==> config.mk <==
export PLATFORM = sky130hd
export DESIGN_NAME = program_loader
export DESIGN_NICKNAME = d
export VERILOG_FILES = /design/src/rtl/loader_pkg.sv /design/src/rtl/byte_assembler.sv /design/src/rtl/program_loader.sv
export SDC_FILE = /design/constraint.sdc
export NUM_CORES = 1
export LEC_CHECK = 0
export ABC_AREA = 1
export ABC_CLOCK_PERIOD_IN_PS = 5950
export CAP_MARGIN = 15
export CORE_MARGIN = 3
export CORE_UTILIZATION = 45
export CTS_CLUSTER_SIZE = 30
export DETAILED_ROUTE_END_ITERATION = 6
export HOLD_SLACK_MARGIN = 0.05
export MAX_ROUTING_LAYER = met4
export PLACE_DENSITY = 0.66
export SLEW_MARGIN = 0
export SYNTH_ARGS = -nofsm -noshare
export SYNTH_HDL_FRONTEND = slang
export SYNTH_HIERARCHICAL = 1
export SYNTH_SLANG_ARGS = --single-unit
==> constraint.sdc <==
create_clock -name clk -period 5.95 [get_ports clk]
set_input_delay 0.595 -clock clk [delete_from_list [all_inputs] [get_ports clk]]
set_output_delay 0.595 -clock clk [all_outputs]
set_load 0.01 [all_outputs]
==> src/rtl/loader_pkg.sv <==
// Shared types and constants for the serial program loader and its helpers.
// The CHECK state and checksum frame length apply only with PROGRAM_LOADER_CHECKSUM_EN.
package loader_pkg;

   typedef enum logic [2:0] {
      IDLE,
      ADDR,
      DATA,
      CHECK,
      WRITE,
      DONE
   } loader_state_t;

   localparam logic [7:0] LOADER_HDR_INSTR = 8'hA5;
   localparam logic [7:0] LOADER_HDR_DATA  = 8'h5A;
   localparam logic [7:0] LOADER_HDR_RUN   = 8'hFF;

   // Frame = header + address byte + word bytes (+ optional checksum byte).
   localparam int WORD_BYTES         = 4;
   localparam int FRAME_LEN_BASE     = 2 + WORD_BYTES;
   localparam int FRAME_LEN_CHECKSUM = FRAME_LEN_BASE + 1;

endpackage

==> src/rtl/byte_assembler.sv <==
// Big-endian byte-to-word shift register with a byte counter.
// done is high on the shift that completes a word; next_word is the word that shift stores.
module byte_assembler
   import loader_pkg::*;
(
   input  logic                      clk,
   input  logic                      resetN,
   input  logic                      clear,
   input  logic                      shift,
   input  logic [7:0]                byteIn,
   output logic [8*WORD_BYTES-1:0]   word,
   output logic [8*WORD_BYTES-1:0]   next_word,
   output logic                      done
);

   localparam int CW = $clog2(WORD_BYTES);

   logic [CW-1:0] count;

   assign next_word = {word[8*WORD_BYTES-9:0], byteIn};
   assign done      = shift && (count == CW'(WORD_BYTES - 1));

   always_ff @(posedge clk) begin
      if (!resetN) begin
         word  <= '0;
         count <= '0;
      end else if (clear) begin
         count <= '0;
      end else if (shift) begin
         word  <= next_word;
         count <= done ? '0 : count + 1'b1;
      end
   end

endmodule

==> src/rtl/program_loader.sv <==
// Boot loader: parses header/address/data byte frames and drives the core's memory load ports.
// Define PROGRAM_LOADER_CHECKSUM_EN for 7-byte frames with an XOR checksum and a checksumError output.
module program_loader
   import loader_pkg::*;
#(
   parameter int         ADDR_WIDTH = 7,
   parameter int         DATA_WIDTH = 32,
   parameter logic [7:0] HDR_INSTR  = LOADER_HDR_INSTR,
   parameter logic [7:0] HDR_DATA   = LOADER_HDR_DATA,
   parameter logic [7:0] HDR_RUN    = LOADER_HDR_RUN
) (
   input  logic                  clk,
   input  logic                  resetN,
   input  logic [7:0]            byteIn,
   input  logic                  byteValid,
   output logic                  byteReady,
   output logic [DATA_WIDTH-1:0] instruction,
   output logic [ADDR_WIDTH-1:0] instructionAddress,
   output logic                  instrWriteEnable,
   output logic [DATA_WIDTH-1:0] data,
   output logic [ADDR_WIDTH-1:0] dataAddress,
   output logic                  dataWriteEnable,
   output logic                  cpuRun,
   output logic                  badHeader
`ifdef PROGRAM_LOADER_CHECKSUM_EN
   ,
   output logic                  checksumError
`endif
);

   loader_state_t         state;
   logic                  target_instr;
   logic [ADDR_WIDTH-1:0] addr_reg;
   logic                  accept;
   logic                  asm_done;
   logic                  write_go;
   logic [DATA_WIDTH-1:0] asm_word;
   logic [DATA_WIDTH-1:0] asm_next;
   logic [DATA_WIDTH-1:0] word_to_write;

   assign accept = byteValid && byteReady;

   byte_assembler u_assembler (
      .clk       (clk),
      .resetN    (resetN),
      .clear     ((state == ADDR) && accept),
      .shift     ((state == DATA) && accept),
      .byteIn    (byteIn),
      .word      (asm_word),
      .next_word (asm_next),
      .done      (asm_done)
   );

   // Without a checksum the write fires on the last data byte, so the word is taken pre-register.
   assign word_to_write = (state == DATA) ? asm_next : asm_word;

`ifdef PROGRAM_LOADER_CHECKSUM_EN
   logic [7:0] checksum_reg;
   assign write_go = (state == CHECK) && accept && ((checksum_reg ^ byteIn) == 8'h00);
`else
   assign write_go = asm_done;
`endif

   always_ff @(posedge clk) begin
      if (!resetN) begin
         state              <= IDLE;
         byteReady          <= 1'b1;
         instruction        <= '0;
         instructionAddress <= '0;
         instrWriteEnable   <= 1'b0;
         data               <= '0;
         dataAddress        <= '0;
         dataWriteEnable    <= 1'b0;
         cpuRun             <= 1'b0;
         badHeader          <= 1'b0;
         target_instr       <= 1'b0;
         addr_reg           <= '0;
`ifdef PROGRAM_LOADER_CHECKSUM_EN
         checksum_reg       <= 8'h00;
         checksumError      <= 1'b0;
`endif
      end else begin
         instrWriteEnable <= 1'b0;
         dataWriteEnable  <= 1'b0;
         case (state)
            IDLE: begin
               if (accept) begin
                  if (byteIn == HDR_INSTR) begin
                     target_instr <= 1'b1;
                     state        <= ADDR;
                  end else if (byteIn == HDR_DATA) begin
                     target_instr <= 1'b0;
                     state        <= ADDR;
                  end else if (byteIn == HDR_RUN) begin
                     state     <= DONE;
                     byteReady <= 1'b0;
                     cpuRun    <= 1'b1;
                  end else begin
                     badHeader <= 1'b1;
                  end
               end
            end
            ADDR: begin
               if (accept) begin
                  addr_reg <= byteIn[ADDR_WIDTH-1:0];
                  state    <= DATA;
`ifdef PROGRAM_LOADER_CHECKSUM_EN
                  checksum_reg <= byteIn;
`endif
               end
            end
            DATA: begin
`ifdef PROGRAM_LOADER_CHECKSUM_EN
               if (accept) begin
                  checksum_reg <= checksum_reg ^ byteIn;
               end
               if (asm_done) begin
                  state <= CHECK;
               end
`endif
            end
            CHECK: begin
`ifdef PROGRAM_LOADER_CHECKSUM_EN
               if (accept && !write_go) begin
                  checksumError <= 1'b1;
                  state         <= IDLE;
               end
`endif
            end
            WRITE: begin
               state     <= IDLE;
               byteReady <= 1'b1;
            end
            DONE: begin
               cpuRun    <= 1'b1;
               byteReady <= 1'b0;
            end
            default: state <= IDLE;
         endcase

         if (write_go) begin
            state     <= WRITE;
            byteReady <= 1'b0;
            if (target_instr) begin
               instruction        <= word_to_write;
               instructionAddress <= addr_reg;
               instrWriteEnable   <= 1'b1;
            end else begin
               data            <= word_to_write;
               dataAddress     <= addr_reg;
               dataWriteEnable <= 1'b1;
            end
         end
      end
   end

endmodule

==> qor.yml <==
finClkSkew_ns: 0.00484
dpl.cell_count: 1059
power.total_mw: 1.94
num_antenna_cells: 0
switchingPower_uw: 414
grt_max_degree: 73
grt_pass1_wl_um: 22500
rsz0062_at_grt: "false"
syn-num-nets: 879
ys.flop_type: "dfxtp_1"
area_growth_pct: 20.4
first_pass_iters: 5
worstReg2RegEnd: "data[0]"
core-area_um2: 12800
path_clk_slew_ns: 0.05
yosysUniqueCellTypes: 26
cts_sinks: 128
timing.rr.start: "state[1]"
p_leak_nw: 3.30
async_flop_share: 0
numCtsBuffers: 17
finalCritPeriodShare: 0.576
r2r_slack_ns: 2.76
drc: 0
track_usage: 0.198
yosysSeqAreaShare: 0.428
hold_buffers: 0
cts_max_level: 4
maxCapViolCount: 0
holdWs_ns: 0.449
drt-initial-drc-count: 380
startpoint: "byteValid"
vias: 5022
antenna_found_initial: 0
power_density_nw_per_um2: 269
die_w_um: 121
synth.top_cell.area_share: 0.428
postRouteAntennaNets: 0
synth.cell_area_um2: 5990
tns_ns: 0
cts.repair.resized: 0
critPathKind: "in2reg"
grt_pass1_vias: 4347
viasPerCell: 4.61
wirelength_um: 13700
synth_top_area_cell: "dfxtp_1"
die_y_um: 121
multiInputGateArea_um2: 2320
drive_above_1_share: 0.0905
path_max_fanout: 40
hold_viol_final: 0
synth_edf_count: 0
clk_latency_ns: 0.41
path_cells: "clkdlybuf4s50_1, nand2_1, nor2_2, buf_4, nand2_1, inv_1, inv_2, nor2_4, inv_1, buf_4, o21ai_1, inv_1"
clock.fmax_ghz: 0.292
place_hpwl_um: 8990
largestRegisters: "data x32, instruction x32, u_assembler/word x32"
crit_path_start_kind: "input pin"
cp_slowest_cell: "nor2_4"
maxSlewViolCount: 0
routedWlPerCell_um: 12.6
cp_data_arrival_time_ns: 3.73
cts_buffer_depth: 2
register_area_um2: 2560
final-instance-count-excl-fill: 1089
cp.required_ns: 6.25
dieArea_um2: 14700
layout.nets: 918
setup_viol: 0
gp_congestion: 0.806
hp-class: "reg2reg"
crit_top_cell: "inv_1"
outcome: "completed"
crit_path_end_kind: "register"
pwr-share-seq: 0.447
max-vdd-ir-drop_uv: 176
slowest_delay_ns: 0.72
cts_setup_buffers: 0
ys_ff_latch: 128
yosysWarnings: 6
synthTopCellsByArea: "dfxtp_1, nor2_1, inv_1"
num_io_pins: 94
final_core_util: 0.563
start_util: 0.467
avgSynthCellArea_um2: 6.91
portBuffers: 93
swShare: 0.213
internal_power_mw: 1.53
power.share.clock: 0.514
synthCells: 867
fillCellCount: 1279
combPwrFrac: 0.039
ff2ff_path_depth: 11
fp-row-count: 41
grt_overflow: 0
relSlewSlack: 0.370
tightest_slew_ns: 0.943
crit_end: "data[0]"
min_period_ns: 3.43
cts_tree: "built"
clockRootBuffer: "clkbuf_16"
-- how the worst min path moves through the flow --
| stage | startpoint | to | cells past startpoint |
|---|---|---|---|
| after floorplan | u_assembler/count[1] | u_assembler/count[1] | 2 |
| after global placement | cpuRun | cpuRun | 2 |
| after detailed placement | cpuRun | cpuRun | 2 |
| after CTS | cpuRun | cpuRun | 2 |
| after global routing | cpuRun | cpuRun | 2 |
| final | cpuRun | cpuRun | 2 |
-- critical path, delay by kind of cell --
| family | cells | cell delay [ns] |
|---|---|---|
| buffers and inverters | 7 | 1.82 |
| AOI/OAI and AO/OA | 1 | 0.17 |
| and+or+nand+nor | 4 | 1.11 |
-- cell usage in the layout, fill, tap and decap left out, types with 5 or more instances in the layout --
| cell | instances |
|---|---|
| buf_4 | 6 |
| a21oi_1 | 15 |
| clkinv_2 | 5 |
| o21ai_0 | 24 |
| o21ai_1 | 66 |
| clkbuf_16 | 17 |
| inv_2 | 6 |
| nand2_1 | 83 |
| nand2_2 | 8 |
| nor2_1 | 231 |
| nand3_1 | 37 |
| inv_1 | 148 |
| dfxtp_1 | 128 |
| clkdlybuf4s50_1 | 93 |
| o21ai_2 | 30 |
-- cell usage after synthesis (2+ instances only) --
cell type,count
nand2_2,8
o21ai_0,24
buf_4,35
nand2_1,83
inv_1,148
a21oi_1,15
o21ai_2,30
o211ai_1,2
buf_6,12
dfxtp_1,128
clkbuf_1,19
inv_2,6
nand3_1,37
nor2_4,2
o21ai_1,66
nor2_1,232
buf_2,11
-- through the flow --
step,setup slack [ns],cell area (um^2)
after floorplan,4.01,5990
after global placement,2.22,6650
after detailed placement,2.13,6650
after CTS,2.56,7210
after global routing,2.26,7210
final,2.52,7210
-- power groups by stage --
stage               clock network, mW  registers (mW)  logic [mW]
floorplan                           0           0.886      0.0592
global placement                    0           0.887      0.0753
detailed placement                  0           0.887      0.0755
CTS                              1.02           0.868      0.0757
global route                     1.06           0.869      0.0843
finish                          0.999           0.869      0.0752
-- metal layers --
layer,share of wire,track usage,vias to the layer above,wire [um]
li1,-,-,2659,-
met1,0.51,0.287,2232,7070
met2,0.42,0.274,115,5800
met3,0.048,0.0429,16,656
met4,0.016,0.0672,0,213
met5,0,-,-,0
-- area by class of cell --
| class | instances | share of cell area |
|---|---|---|
| Clock buffer | 23 | 0.0663 |
| Clock inverter | 7 | 0.0118 |
| Inverter | 154 | 0.0801 |
| Multi-Input combinational cell | 506 | 0.322 |
| Sequential cell | 128 | 0.355 |
| Tap cell | 172 | 0.0298 |
| Timing Repair Buffer | 99 | 0.135 |
-- cells by family after synthesis --
| family | after synthesis | share of synthesized area |
|---|---|---|
| simple gates | 367 | 0.249 |
| buf+inv | 233 | 0.185 |
| compound gates | 137 | 0.134 |
| flops | 128 | 0.428 |
| xor+xnor | 1 | 0.00146 |
| fa+ha+maj | 1 | 0.00209 |
No activity file was read; power rests on OpenSTA's default activity.
